### src/rtl/rx_comma_align_pkg.sv
// Shared constants and types for the 8b10b receive aligner and its comma detector.
package rx_comma_align_pkg;

    localparam int unsigned SYM_W = 10;

    localparam logic [SYM_W-1:0] K28P5_NEG = 10'h0FA;
    localparam logic [SYM_W-1:0] K28P5_POS = 10'h305;

    typedef enum logic [1:0] {
        HUNT,
        CHECK,
        LOCKED
    } state_e;

endpackage

### src/rtl/rx_comma_align_comma_det.sv
// Combinational K28.5 matcher: flags either running-disparity form of the comma.
module rx_comma_align_comma_det
    import rx_comma_align_pkg::*;
(
    input  logic [SYM_W-1:0] word,
    output logic             match
);

    assign match = (word == K28P5_NEG) || (word == K28P5_POS);

endmodule

### src/rtl/rx_comma_align.sv
// Serial-to-10b deserializer with K28.5 comma alignment and a HUNT/CHECK/LOCKED lock FSM.
module rx_comma_align
    import rx_comma_align_pkg::*;
#(
    parameter int unsigned LOCK_CNT = 3,
    parameter int unsigned ERR_LIM  = 4
) (
    input  logic             clk,
    input  logic             rst,
    input  logic             en,
    input  logic             sin,
    input  logic             err_in,
    output logic [SYM_W-1:0] dout,
    output logic             dout_vld,
    output logic             comma,
    output logic             locked
);

    localparam int unsigned CC_W = $clog2(LOCK_CNT + 1);
    localparam int unsigned EC_W = $clog2(ERR_LIM + 1);
    localparam logic [CC_W:0] LOCK_TOP = (CC_W + 1)'(LOCK_CNT);
    localparam logic [EC_W:0] ERR_TOP  = (EC_W + 1)'(ERR_LIM);

    // Only the low 9 bits of the shift register ever reach the window.
    logic [SYM_W-2:0] sr_q, sr_d;
    logic [3:0]       bcnt_q, bcnt_d;
    logic [CC_W-1:0]  cc_q, cc_d;
    logic [EC_W-1:0]  ec_q, ec_d;
    state_e           state_q, state_d;
    logic [SYM_W-1:0] dout_q, dout_d;
    logic             vld_q, vld_d;
    logic             comma_q, comma_d;

    logic [SYM_W-1:0] w;
    logic             match;
    logic             at_nine;
    logic             boundary;
    logic             emit;
    logic [CC_W:0]    cc_inc;
    logic [EC_W:0]    ec_inc;

    assign w       = {sr_q, sin};
    assign at_nine = (bcnt_q == 4'd9);
    assign cc_inc  = {1'b0, cc_q} + 1'b1;
    assign ec_inc  = {1'b0, ec_q} + 1'b1;

    rx_comma_align_comma_det u_comma_det (
        .word  (w),
        .match (match)
    );

    always_comb begin
        state_d  = state_q;
        cc_d     = cc_q;
        ec_d     = ec_q;
        sr_d     = sr_q;
        dout_d   = dout_q;
        vld_d    = 1'b0;
        comma_d  = 1'b0;
        boundary = en && at_nine;
        emit     = 1'b0;

        if (en) begin
            sr_d = w[SYM_W-2:0];
        end

        unique case (state_q)
            HUNT: begin
                if (en && match) begin
                    boundary = 1'b1;
                    emit     = 1'b1;
                    cc_d     = CC_W'(1);
                    if (LOCK_CNT == 1) begin
                        state_d = LOCKED;
                        ec_d    = '0;
                    end else begin
                        state_d = CHECK;
                    end
                end
            end
            CHECK: begin
                // A decoder error abandons acquisition even if a comma lands now.
                if (err_in) begin
                    state_d = HUNT;
                    cc_d    = '0;
                end else if (en) begin
                    if (match && !at_nine) begin
                        boundary = 1'b1;
                        cc_d     = CC_W'(1);
                    end else if (match) begin
                        cc_d = cc_inc[CC_W-1:0];
                        if (cc_inc >= LOCK_TOP) begin
                            state_d = LOCKED;
                            ec_d    = '0;
                        end
                    end
                    emit = boundary;
                end
            end
            LOCKED: begin
                emit = boundary;
                // err_in and a misaligned comma together are a single event.
                if (err_in || (en && match && !at_nine)) begin
                    if (ec_inc >= ERR_TOP) begin
                        state_d = HUNT;
                        ec_d    = '0;
                        cc_d    = '0;
                    end else begin
                        ec_d = ec_inc[EC_W-1:0];
                    end
                end else if (en && match && at_nine) begin
                    ec_d = '0;
                end
            end
            default: state_d = HUNT;
        endcase

        if (emit) begin
            dout_d  = w;
            vld_d   = 1'b1;
            comma_d = match;
        end

        if (boundary) begin
            bcnt_d = 4'd0;
        end else if (en) begin
            bcnt_d = bcnt_q + 4'd1;
        end else begin
            bcnt_d = bcnt_q;
        end
    end

    always_ff @(posedge clk or negedge rst) begin
        if (!rst) begin
            sr_q    <= '0;
            bcnt_q  <= 4'd0;
            cc_q    <= '0;
            ec_q    <= '0;
            state_q <= HUNT;
            dout_q  <= '0;
            vld_q   <= 1'b0;
            comma_q <= 1'b0;
        end else begin
            sr_q    <= sr_d;
            bcnt_q  <= bcnt_d;
            cc_q    <= cc_d;
            ec_q    <= ec_d;
            state_q <= state_d;
            dout_q  <= dout_d;
            vld_q   <= vld_d;
            comma_q <= comma_d;
        end
    end

    assign dout     = dout_q;
    assign dout_vld = vld_q;
    assign comma    = comma_q;
    assign locked   = (state_q == LOCKED);

endmodule
### config.mk
export PLATFORM = sky130hd
export DESIGN_NAME = rx_comma_align
export DESIGN_NICKNAME = d
export VERILOG_FILES = /design/src/rtl/rx_comma_align_pkg.sv /design/src/rtl/rx_comma_align_comma_det.sv /design/src/rtl/rx_comma_align.sv
export SDC_FILE = /design/constraint.sdc
export NUM_CORES = 1
export LEC_CHECK = 0
export CAP_MARGIN = 0
export CORE_ASPECT_RATIO = 0.75
export CORE_MARGIN = 2
export CORE_UTILIZATION = 30
export DETAILED_ROUTE_END_ITERATION = 10
export GPL_TIMING_DRIVEN = 0
export PLACE_DENSITY_LB_ADDON = 0.05
export SYNTH_ARGS = -nofsm -noshare
export SYNTH_HDL_FRONTEND = slang
export SYNTH_SLANG_ARGS = --single-unit
### constraint.sdc
create_clock -name clk -period 1.7 [get_ports clk]
set_input_delay 0.255 -clock clk [delete_from_list [all_inputs] [get_ports clk]]
set_output_delay 0.255 -clock clk [all_outputs]
set_load 0.01 [all_outputs]
==> results.yml, run 1 <==
clocking:
  clkLatencyLatePin_ns: 0.28
  postCtsHoldBufs: 0
  cts-root-buf: "clkbuf_8"
  cts_tree: "built"
  clkTransAtPathRegs_ns: 0.07
  cts.sinks: 32
  cts_htree_levels: 2
  numCtsBuffers: 5
  clockBufferDepth: 2
pwr:
  pwr-share-comb_pct: 42.1
  sw_frac_of_total_pct: 33.7
  intPower_mw: 2.04
  clockPowerShare_pct: 19.4
  max-vdd-ir-drop_mv: 0.634
  p_leak_nw: 1.03
  power_mw: 3.08
  seqPwrFrac_pct: 38.4
  switchingPower_mw: 1.04
  power_density_nw_per_um2: 1370
sta:
  rsz0062_at_grt: "true"
  fmax_mhz: 512
  fin_crit_ns: 1.95
  skew_ns: 0.00665
  finalWorstSetupSlack_ns: -0.254
  finalCritPeriodShare_pct: 115
  max_slew_margin_pct: 50.5
  setup_tns_ns: -3.10
  setup_viol: 18
  slew_violations: 0
  tightest_slew_ns: 0.742
  hold_viol: 0
floorplan:
  num_io_pins: 18
  die_area_um2: 5980
  core_um2: 5270
  fp-row-count: 23
  die_w_um: 88.6
  die_h_um: 67.5
  initial_core_util_pct: 30.6
placed_design:
  numPortBuffers: 16
  dp.cells: 224
  gp_congestion: 0.783
  dp_hpwl_um: 2330
synthesis:
  synth_cells: 133
  synth-seq-cells: 32
  netlist_top_cells_area: "dfrtp_1 50%, mux2_2 14%, ha_1 7.0%"
  yosys_warnings: 0
  yosys.area.top_type: "dfrtp_1"
  syn_area_um2: 1610
  synth_cell_types: 38
  avgSynthCellArea_um2: 12.1
  synth_nets: 147
  yosysSeqAreaShare_pct: 49.7
  synth-async-reset-ratio_pct: 100
  synth_edf_count: 0
  yosys-top-cells-count: "32 x dfrtp_1, 20 x mux2_2, 10 x nor2_1"
  synth.most_common_cell: "dfrtp_1"
  synth_top_area_share_pct: 49.7
  synth_ff_type: "dfrtp_1"
global_routing:
  grtUsageTotal_pct: 13.6
  overflow: 0
  grt_pass1_wl_um: 6010
  antenna_found_initial: 0
  grt_max_degree: 33
  grt_pass1_vias: 1233
worst_setup_path:
  worst_setup_path_start_kind: "flip-flop"
  crit_start: "sr_q[5]$_DFFE_PN0P_"
  cp_top_family: "simple AND/OR/NAND/NOR gates"
  path_class: "reg -> reg"
  cp_slowest_cell: "dfrtp_1"
  arrival_ns: 2.12
  ff2ff_setup_slack_ns: -0.25
  rr_startpoint: "sr_q[5]$_DFFE_PN0P_"
  worst-path-buf-inv: 2
  cp-end-kind: "flip-flop"
  required_ns: 1.86
  path_cells: "nor4_4 > nand4_1 > o2bb2ai_4 > a21oi_4 > buf_6 > buf_4 > mux2_2"
  cpPeakStageDelay_ns: 0.42
  reg2reg_to: "dout[9]$_DFFE_PN0P_"
  path_max_fanout: 3
  ff2ff_path_depth: 7
cells_and_area:
  n_fill_cell: 494
  finalNonFillerCells: 257
  fin_nets: 195
  final_util_pct: 42.7
  area_growth_pct: 39.5
  drive_gt1_share_pct: 42.9
  n_antenna_cell: 0
outcome:
  violations: "negative setup slack"
  outcome: "finished with violations"
detailed_routing:
  finalWirelength_um: 3710
  viasPerCell: 4.69
  num_vias: 1206
  wl_per_cell_um: 14.4
  ant_nets: 0
  drt-pass1-iter-count: 4
  drc: 0
  drt_iter0_drc: 60
flow_run:
  maxCapViolations: 0
min_path:
  hold_class: "in -> async"
## per-stage QoR
stage                     area, um2  setup WS (ns)  hold WS (ns)
after floorplan                1610         -0.147       -0.0406
after global placement         1870         -0.679         0.489
after detailed placement       1860         -0.670         0.356
after CTS                      2170         -0.285        0.0517
after global routing           2250         -0.323        0.0834
final                          2250         -0.254        0.0333
## flip-flops by register name (all words and copies together) (netlist names)
| name | count |
|---|---|
| ec_q | 3 |
| state_q | 2 |
| comma | 1 |
| cc_q | 2 |
| bcnt_q | 4 |
| sr_q | 9 |
| dout_vld | 1 |
| dout | 10 |
## layout make-up
class / instances / area [um2] / area share, %
Buffer: 3 / 23.8 / 1.06
Clock buffer: 6 / 82.6 / 3.67
Clock inverter: 2 / 10.0 / 0.445
Inverter: 6 / 22.5 / 1.00
Multi-Input combinational cell: 92 / 860 / 38.3
Sequential cell: 32 / 803 / 35.7
Tap cell: 75 / 93.8 / 4.18
Timing Repair Buffer: 41 / 352 / 15.6
## kinds of logic (layout without fill, tap and decap cells)
logic type               Yosys count  count (layout)  synth area share (%)
XOR/XNOR                           3               3                  1.63
AO/OA/AOI/OAI                     18              18                  7.85
flip-flops                        32              32                  49.7
multiplexers                      22              22                  15.5
buffers and inverters              9              58                  2.64
AND/OR/NAND/NOR                   40              40                  15.6
adder cells (fa/ha/maj)            9               9                  6.99
## power by group through the flow
stage          Clock, mW  Sequential, mW  Combinational [mW]
2_1_floorplan          0            1.18               0.673
3_3_place_gp           0            1.20               0.922
3_5_place_dp           0            1.22               0.943
4_1_cts            0.626            1.18                1.20
5_1_grt            0.675            1.22                1.41
6_report           0.598            1.18                1.30
## per-layer routing
metal  part of all wire (%)  GRT usage (%)  up-vias
met5                      0              0        -
met4                    1.7           6.63        0
met3                    4.0           4.65        9
li1                       -              -      570
met1                     48           17.0      598
met2                     46           21.0       29
## what timing repair did
action	4_1_cts	5_1_grt
cloned	1	0
setup endpoints to repair	17	23
pin swaps	11	8
setup buffers	20	5
resized for setup	23	12
## how the worst max path moves through the flow
stage / to / slack (ns) / cells after the start
final: dout[9]$_DFFE_PN0P_ / -0.25 / 7
after floorplan: dout[0]$_DFFE_PN0P_ / -0.15 / 6
after global routing: state_q[0]$_DFFE_PN0P_ / -0.32 / 6
after global placement: dout[4]$_DFFE_PN0P_ / -0.68 / 7
after CTS: dout[3]$_DFFE_PN0P_ / -0.28 / 7
after detailed placement: dout[1]$_DFFE_PN0P_ / -0.67 / 7
## worst reg2reg max path: cells and delay by family (launching register included)
kind                   cells  cell delay, ns
multiplexers               1            0.32
flip-flops                 1            0.42
AO/OA/AOI/OAI              2            0.35
AND/OR/NAND/NOR            2            0.52
buffers and inverters      2            0.24
## cells in the final DEF, fill, tap and decap left out, types with 2 or more instances in the layout
master,synthesis,routed
mux2_4,1,10
dlygate4sd2_1,0,2
nor2_1,10,10
xor2_1,2,2
a21oi_1,2,2
o2bb2ai_1,3,2
clkdlybuf4s50_1,0,13
nand2_1,6,5
clkinv_2,0,2
nand3_1,4,4
buf_4,0,22
and4bb_2,2,2
ha_2,0,3
o21ai_1,0,2
and2_1,3,3
buf_2,1,2
nand3b_1,2,2
dfrtp_1,32,30
inv_1,6,6
ha_1,9,6
dfrtp_2,0,2
mux2_2,20,11
buf_6,1,3
o21ai_2,0,2
nand4_1,4,4
clkbuf_8,0,6
No activity file was read; power rests on OpenSTA's default activity.
==> run 2: changes to the inputs <==
--- a/config.mk
+++ b/config.mk
@@ -15,3 +15,4 @@
 export SYNTH_ARGS = -nofsm -noshare
 export SYNTH_HDL_FRONTEND = slang
 export SYNTH_SLANG_ARGS = --single-unit
+export TNS_END_PERCENT = 1
==> run 2 against run 1 <==
- the flow still finishes with violations (negative setup slack)
- combinational power down 12%
- hold slack worse by 0.0032 ns
- critical path depth unchanged
- largest power group is now registers
==> results.yml, run 2 (synthesis gave the netlist of run 1 again) <==
detailed_routing:
  drc: 0
  wl_per_cell_um: 13.6
  finalWirelength_um: 3400
  drt-pass1-iter-count: 4
  ant_nets: 0
  viasPerCell: 4.56
  drt_iter0_drc: 35
  num_vias: 1140
sta:
  finalWorstSetupSlack_ns: -0.224
  finalCritPeriodShare_pct: 113
  holdWs_ns: 0.0301
  tightest_slew_ns: 0.721
  setup_tns_ns: -2.70
  fmax_mhz: 520
  rsz0062_at_grt: "true"
  fin_crit_ns: 1.92
  max_slew_margin_pct: 51.9
  setup_viol: 14
  slew_violations: 0
  skew_ns: 0.00373
  hold_viol: 0
cells_and_area:
  area_growth_pct: 35.0
  final_cell_mix: "31 x dfrtp_1, 16 x buf_4, 14 x clkdlybuf4s50_1, 11 x mux2_4"
  final_common_cell: "dfrtp_1"
  n_fill_cell: 523
  n_antenna_cell: 0
  fin_nets: 189
  finalNonFillerCells: 250
  stdcell_area_um2: 2170
  largest_register_ffs: 10
  drive_gt1_share_pct: 38.3
global_routing:
  grt_pass1_wl_um: 5800
  overflow: 0
  grt_max_degree: 33
  antenna_found_initial: 0
  grtUsageTotal_pct: 13.2
  grt_pass1_vias: 1141
floorplan:
  core_um2: 5270
  die_w_um: 88.6
  die_h_um: 67.5
  num_io_pins: 18
  die_area_um2: 5980
  fp-row-count: 23
  initial_core_util_pct: 30.6
flow_run:
  maxCapViolations: 0
worst_setup_path:
  cp_slowest_cell: "dfrtp_2"
  arrival_ns: 2.09
  path_class: "reg -> reg"
  cp_top_family: "simple AND/OR/NAND/NOR gates"
  worst_setup_path_start_kind: "flip-flop"
  path_cells: "nor4_4 > nand4_1 > o2bb2ai_2 > a21oi_2 > buf_6 > buf_8 > mux2_4"
  path_max_fanout: 5
  required_ns: 1.86
  cp-end-kind: "flip-flop"
  cpPeakStageDelay_ns: 0.44
  worst-path-buf-inv: 2
clocking:
  clkTransAtPathRegs_ns: 0.06
  cts-root-buf: "clkbuf_8"
  cts_tree: "built"
  cts.sinks: 32
  cts_htree_levels: 2
  clkLatencyLatePin_ns: 0.27
  numCtsBuffers: 5
  clockBufferDepth: 2
pwr:
  max-vdd-ir-drop_mv: 0.452
  p_leak_nw: 0.979
  power_density_nw_per_um2: 1320
  power_mw: 2.87
placed_design:
  dp_hpwl_um: 2270
  numPortBuffers: 16
  gp_congestion: 0.793
  dp.cells: 224
  placed_cell_area_um2: 1860
min_path:
  hold_class: "in -> async"
outcome:
  violations: "negative setup slack"
  outcome: "finished with violations"
-- run 2: worst paths after layout --
kind / from / end / slack (ns) / cells past startpoint
setup reg to reg: sr_q[3]$_DFFE_PN0P_ / dout[6]$_DFFE_PN0P_ / -0.22 / 7
hold / removal: rst / dout[2]$_DFFE_PN0P_ / 0.03 / 1
min in group clk: en / sr_q[6]$_DFFE_PN0P_ / 0.37 / 2
setup / recovery: sr_q[3]$_DFFE_PN0P_ / dout[6]$_DFFE_PN0P_ / -0.22 / 7
max in group asynchronous: rst / sr_q[3]$_DFFE_PN0P_ / 1.16 / 1
hold reg to reg: dout[4]$_DFFE_PN0P_ / dout[4]$_DFFE_PN0P_ / 0.51 / 1
-- run 2: what timing repair did --
| action | in CTS | in global routing |
|---|---|---|
| gates resized for setup | 24 | 6 |
| pin swaps | 8 | 8 |
| endpoints found under the setup margin | 18 | 23 |
| setup buffers | 13 | 5 |
| hold buffers | 0 | 0 |
| cloned | 1 | 0 |
-- run 2: metal layers --
metal | wire (um) | GRT usage, %
met1 | 1740 | 18.5
met2 | 1510 | 19.1
met3 | 124 | 4.52
met4 | 25 | 3.98
met5 | 0 | 0
-- run 2: power breakdown --
group          internal, mW  total, mW  switching (mW)
Combinational         0.643       1.14           0.495
Clock                 0.278      0.538           0.260
Sequential            0.985       1.19           0.205
-- run 2: through the flow --
| step | worst slack, ns | util (%) |
|---|---|---|
| final | -0.224 | 41.3 |
| after global placement | -0.682 | 35.4 |
| after global routing | -0.322 | 41.3 |
| after floorplan | -0.147 | - |
| after detailed placement | -0.660 | 35.3 |
| after CTS | -0.252 | 40.2 |
-- run 2: layout make-up --
type | count | area, um2 | share of cell area, %
multi-input combinational | 92 | 847 | 39.0
timing repair buffer | 35 | 308 | 14.2
inverter | 6 | 22.5 | 1.04
tap | 75 | 93.8 | 4.32
buffer | 3 | 23.8 | 1.09
sequential | 32 | 802 | 36.9
clock buffer | 6 | 72.6 | 3.34
clock inverter | 1 | 5.00 | 0.230
==> run 3: changes to the inputs <==
--- a/config.mk
+++ b/config.mk
@@ -12,6 +12,7 @@
 export DETAILED_ROUTE_END_ITERATION = 10
 export GPL_TIMING_DRIVEN = 0
 export PLACE_DENSITY_LB_ADDON = 0.05
+export RECOVER_POWER = 50
 export SYNTH_ARGS = -nofsm -noshare
 export SYNTH_HDL_FRONTEND = slang
 export SYNTH_SLANG_ARGS = --single-unit
==> run 3 against run 2 <==
- the run still ends with negative setup slack left
- largest cell class unchanged
- sequential share of layout area unchanged
- critical endpoint unchanged
- die area unchanged
- critical path depth unchanged
==> results.yml, run 3 (synthesis gave the netlist of run 1 again) <==
cells_and_area:
  drive_gt1_share_pct: 38.3
  n_antenna_cell: 0
  area_growth_pct: 35.0
  stdcell_area_um2: 2170
  final_cell_mix: "31 x dfrtp_1, 16 x buf_4, 14 x clkdlybuf4s50_1, 11 x mux2_4"
  final_common_cell: "dfrtp_1"
  final_util_pct: 41.3
  fin_nets: 189
  n_fill_cell: 523
  largest_register_ffs: 10
global_routing:
  grt_pass1_vias: 1141
  grtUsageTotal_pct: 13.2
  overflow: 0
  grt_max_degree: 33
  grt_pass1_wl_um: 5800
  antenna_found_initial: 0
sta:
  hold_viol: 0
  finalCritPeriodShare_pct: 113
  rsz0062_at_grt: "true"
  finalWorstSetupSlack_ns: -0.224
  slew_violations: 0
  tightest_slew_ns: 0.808
  fin_crit_ns: 1.92
  holdWs_ns: 0.0578
  max_slew_margin_pct: 46.1
  setup_viol: 14
  fmax_mhz: 520
  setup_tns_ns: -2.70
  skew_ns: 0.00373
worst_setup_path:
  cp-end-kind: "flip-flop"
  arrival_ns: 2.09
  rr_startpoint: "sr_q[3]$_DFFE_PN0P_"
  worst_setup_path_start_kind: "flip-flop"
  cpPeakStageDelay_ns: 0.44
  ff2ff_setup_slack_ns: -0.22
  path_cells: "nor4_4 > nand4_1 > o2bb2ai_2 > a21oi_2 > buf_6 > buf_8 > mux2_4"
  reg2reg_to: "dout[6]$_DFFE_PN0P_"
  cp_slowest_cell: "dfrtp_2"
  ff2ff_path_depth: 7
  required_ns: 1.86
  cp_top_family: "simple AND/OR/NAND/NOR gates"
  path_max_fanout: 5
  path_class: "reg -> reg"
  worst-path-buf-inv: 2
pwr:
  seqPwrFrac_pct: 41.5
  max-vdd-ir-drop_mv: 0.452
  pwr-share-comb_pct: 39.7
  p_leak_nw: 0.980
  switchingPower_uw: 960
  sw_frac_of_total_pct: 33.5
  intPower_mw: 1.91
  clockPowerShare_pct: 18.8
  power_density_nw_per_um2: 1320
clocking:
  cts.sinks: 32
  clockBufferDepth: 2
  clkTransAtPathRegs_ns: 0.06
  numCtsBuffers: 5
  clkLatencyLatePin_ns: 0.27
  cts-root-buf: "clkbuf_8"
  cts_tree: "built"
  postCtsHoldBufs: 0
  cts_htree_levels: 2
placed_design:
  placed_cell_area_um2: 1860
  pre_cts_ws_ns: -0.660
  dp_hpwl_um: 2270
  numPortBuffers: 16
  gp_congestion: 0.793
floorplan:
  die_area_um2: 5980
  fp-row-count: 23
  num_io_pins: 18
  core_um2: 5270
  die_w_um: 88.6
  initial_core_util_pct: 30.6
  die_h_um: 67.5
detailed_routing:
  drt_iter0_drc: 35
  ant_nets: 0
  drc: 0
  finalWirelength_um: 3400
  num_vias: 1140
  viasPerCell: 4.56
  drt-pass1-iter-count: 4
  wl_per_cell_um: 13.6
flow_run:
  maxCapViolations: 0
min_path:
  hold_class: "in -> async"
outcome:
  violations: "negative setup slack"
  outcome: "finished with violations"
-- run 3: cell count changes in the layout (fill, tap and decap cells not counted) --
cell	delta
buf_2	-1
clkbuf_2	+1
-- run 3: worst max-delay path by stage --
| stage | from | end | slack, ns | cells after the start |
|---|---|---|---|---|
| after floorplan | sr_q[3]$_DFFE_PN0P_ | dout[0]$_DFFE_PN0P_ | -0.15 | 6 |
| after global placement | sin | dout[4]$_DFFE_PN0P_ | -0.68 | 7 |
| after detailed placement | sin | dout[4]$_DFFE_PN0P_ | -0.66 | 7 |
| after CTS | sr_q[5]$_DFFE_PN0P_ | dout[2]$_DFFE_PN0P_ | -0.25 | 7 |
| after global routing | sr_q[3]$_DFFE_PN0P_ | dout[1]$_DFFE_PN0P_ | -0.32 | 7 |
| final | sr_q[3]$_DFFE_PN0P_ | dout[6]$_DFFE_PN0P_ | -0.22 | 7 |
-- run 3: per-stage QoR --
stage | cells | total power [mW]
2_1_floorplan | 133 | 1.85
3_5_place_dp | 224 | 2.15
3_3_place_gp | 224 | 2.12
5_1_grt | 250 | 3.09
4_1_cts | 245 | 2.85
6_report | 250 | 2.87
-- run 3: what timing repair did --
item / 4_1_cts / 5_1_grt
pin swaps: 8 / 8
resized for setup: 24 / 6
cloned: 1 / 0
setup buffers: 13 / 5
setup endpoints to repair: 18 / 23
-- run 3: power by group through the flow --
stage / registers [mW] / logic (mW) / clock network [mW]
detailed placement: 1.21 / 0.940 / 0
global placement: 1.21 / 0.918 / 0
CTS: 1.19 / 1.10 / 0.560
global route: 1.22 / 1.26 / 0.605
floorplan: 1.18 / 0.670 / 0
finish: 1.19 / 1.14 / 0.538
-- run 3: area by class of cell --
type	instances	area, um2	area share, %
multi-input combinational	92	847	39.0
tap	75	93.8	4.32
sequential	32	802	36.9
inverter	6	22.5	1.04
clock buffer	6	72.6	3.34
buffer	3	23.8	1.09
clock inverter	1	5.00	0.230
timing repair buffer	35	308	14.2
-- run 3: worst register-to-register path: stages, from the launching register on --
cell and delay [ns]:
dfrtp_2 0.44, nor4_4 0.32, nand4_1 0.18, o2bb2ai_2 0.18
a21oi_2 0.13, buf_6 0.14, buf_8 0.13, mux2_4 0.30
-- run 3: metal layers --
| layer | global-route usage (%) | share of wire (%) | up-vias |
|---|---|---|---|
| met5 | 0 | 0 | - |
| met4 | 3.98 | 0.74 | 0 |
| met3 | 4.52 | 3.6 | 2 |
| met2 | 19.1 | 44 | 18 |
| met1 | 18.5 | 51 | 562 |
| li1 | - | - | 558 |
==> variant (flow settings as in run 3) <==
Register the inputs `en`, `sin` and `err_in` before use, cleared by the reset. The logic sees them one clock later.
--- a/src/rtl/rx_comma_align.sv
+++ b/src/rtl/rx_comma_align.sv
@@ -23,2 +23,18 @@
 
+    logic en_q;
+    logic sin_q;
+    logic err_q;
+
+    always_ff @(posedge clk or negedge rst) begin
+        if (!rst) begin
+            en_q  <= '0;
+            sin_q <= '0;
+            err_q <= '0;
+        end else begin
+            en_q  <= en;
+            sin_q <= sin;
+            err_q <= err_in;
+        end
+    end
+
     // Only the low 9 bits of the shift register ever reach the window.
@@ -41,3 +57,3 @@
 
-    assign w       = {sr_q, sin};
+    assign w       = {sr_q, sin_q};
     assign at_nine = (bcnt_q == 4'd9);
@@ -59,6 +75,6 @@
         comma_d  = 1'b0;
-        boundary = en && at_nine;
+        boundary = en_q && at_nine;
         emit     = 1'b0;
 
-        if (en) begin
+        if (en_q) begin
             sr_d = w[SYM_W-2:0];
@@ -68,3 +84,3 @@
             HUNT: begin
-                if (en && match) begin
+                if (en_q && match) begin
                     boundary = 1'b1;
@@ -82,6 +98,6 @@
                 // A decoder error abandons acquisition even if a comma lands now.
-                if (err_in) begin
+                if (err_q) begin
                     state_d = HUNT;
                     cc_d    = '0;
-                end else if (en) begin
+                end else if (en_q) begin
                     if (match && !at_nine) begin
@@ -102,3 +118,3 @@
                 // err_in and a misaligned comma together are a single event.
-                if (err_in || (en && match && !at_nine)) begin
+                if (err_q || (en_q && match && !at_nine)) begin
                     if (ec_inc >= ERR_TOP) begin
@@ -110,3 +126,3 @@
                     end
-                end else if (en && match && at_nine) begin
+                end else if (en_q && match && at_nine) begin
                     ec_d = '0;
@@ -125,3 +141,3 @@
             bcnt_d = 4'd0;
-        end else if (en) begin
+        end else if (en_q) begin
             bcnt_d = bcnt_q + 4'd1;
Check against the original RTL: not equivalent (a bounded check fails within 10 cycles, from zero or initial values and one cycle with rst low).
==> variant against run 3 <==
The flow still finishes with violations (negative setup slack). Maximum frequency fell by 7.2%. Synthesized area up 10%. Synthesized cell count grew 3.8%. Cell area grew 6.5%. Wire length up 11%. Non-clock buffer count decreased by 8. Setup slack lost 0.15 ns. Count of clock-buffer cells in the layout did not move. Sequential cell count up 3. Critical path depth is 1 lower. Total power up 24%. Critical path type unchanged.
==> variant: results (changes against run 3) <==
Placed design
  – Port Buffer Count: 17 (+1)
  – Placement Setup Slack: -0.523 ns (+0.137 ns)
  – GP Congestion: 0.830 (+4.7%)
  – Post-DP HPWL: 2540 µm (+12%)

Synth
  – Syn nets: 152 (+3.4%)
  – Post-synth cell types: 42 (+11%)
  – Synth area leaders: dfrtp_1 (49%), mux2_2 (7.0%), mux2_4 (6.8%), ha_1 (6.4%), mux2i_1 (2.8%)
  – Avg Cell Area, Syn: 12.8 µm² (+6.0%)
  – FF+latch count, synth: 35 (+9.4%)
  – Seq/Total Area, Yosys: 49.4% (-0.29 points)
  – Post-synthesis xor/xnor area fraction: 0.989% (-0.64 points)
  – Proportion of synthesized area in mux cells: 17.2% (+1.7 points)
  – Top cells by count, synth: dfrtp_1 (35), mux2_2 (11), ha_1 (9), inv_1 (9), mux2_4 (8)
  – Synth Area in Adders: 6.36% (-0.64 points)

Power and ir drop
  – Total Power: 3550 µW (+24%)
  – Combinational share of power: 40.2% (+0.5 points)
  – Worst vdd ir: 504 µV (+11%)
  – Leakage: 0.00101 µW (+2.7%)
  – Clock network power share: 21.8% (+3.0 points)

Finish
  – Non-CTS inverters: 9 (+3)
  – Multi-input comb cells: 91 (-1.1%)
  – Non-clock buffer share: 11.5% (-3.7 points)
  – Clock network area share: 5.08% (+1.5 points)
  – Nets: 186 (-1.6%)
  – Fillers: 565 (+8.0%)
  – Ratio of cells with drive above 1 in the final layout: 35.3% (-3.0 points)
  – Fraction of area in registers: 37.9% (+1.0 points)
  – Plain + repair buffers: 30 (-21%)

Run status
  – Failing checks: negative setup slack
  – Outcome: finished with violations

Drt
  – Vias/cell: 4.71 (+3.2%)
  – Routed len/inst: 15.1 µm (+11%)
  – Met1 wire length: 2000 µm (+15%)
  – Final wirelength: 3780 µm (+11%)
  – Met2 WL: 1600 µm (+6.4%)
  – Metal3 WL: 147 µm (+20%)
  – ANT nets after route: 0 (unchanged)
  – Initial DRC Count: 84 (+140%)

STA
  – Worst Skew: 0.00429 ns (+0.000569 ns)
  – Worst Slack Setup Final: -0.373 ns (-0.148 ns)
  – Setup-failing EPs final: 20 (+6)

Global route
  – Total Routing Usage GR: 12.4% (-0.78 points)
  – Largest net degree at the start of global routing: 36 (+9.1%)
  – Vias in the first global route: 1204 (+5.5%)

Clock network
  – Post-CTS setup buffer count: 7 (-6)
  – Post-cts sizing count: 12 (-50%)
  – Clk_lat worst skew: 0.28 ns

Worst setup path
  – R2r worst-path depth: 6 (-1)
  – Top delay family on crit path: compound AO/OA/AOI/OAI gates
[variant: layer usage]
| metal | vias to the layer above | GRT usage [%] |
|---|---|---|
| li1 | 571 | - |
| met1 | 584 | 18.3 |
| met2 | 22 | 17.4 |
| met3 | 4 | 3.51 |
| met4 | 0 | 4.58 |
| met5 | - | 0 |
[variant: per-stage QoR]
stage	util, %	hold slack, ns	area [µm²]	TNS, ns
final	40.2	0.0756	2320	-5.50
after CTS	39.1	0.0817	2250	-6.51
after global routing	40.2	0.161	2320	-7.87
after global placement	35.6	0.495	2050	-23.69
after floorplan	-	-0.0406	1780	-2.86
after detailed placement	35.5	0.393	2050	-7.82
[variant: cells by family (layout without fill, tap and decap cells)]
| logic type | count (synthesis) | after routing |
|---|---|---|
| flip-flops | 35 | 35 |
| AND/OR/NAND/NOR | 33 | 33 |
| multiplexers | 25 | 25 |
| AO/OA/AOI/OAI | 22 | 22 |
| buffers and inverters | 12 | 47 |
| adder cells (fa/ha/maj) | 9 | 9 |
| XOR/XNOR | 2 | 2 |
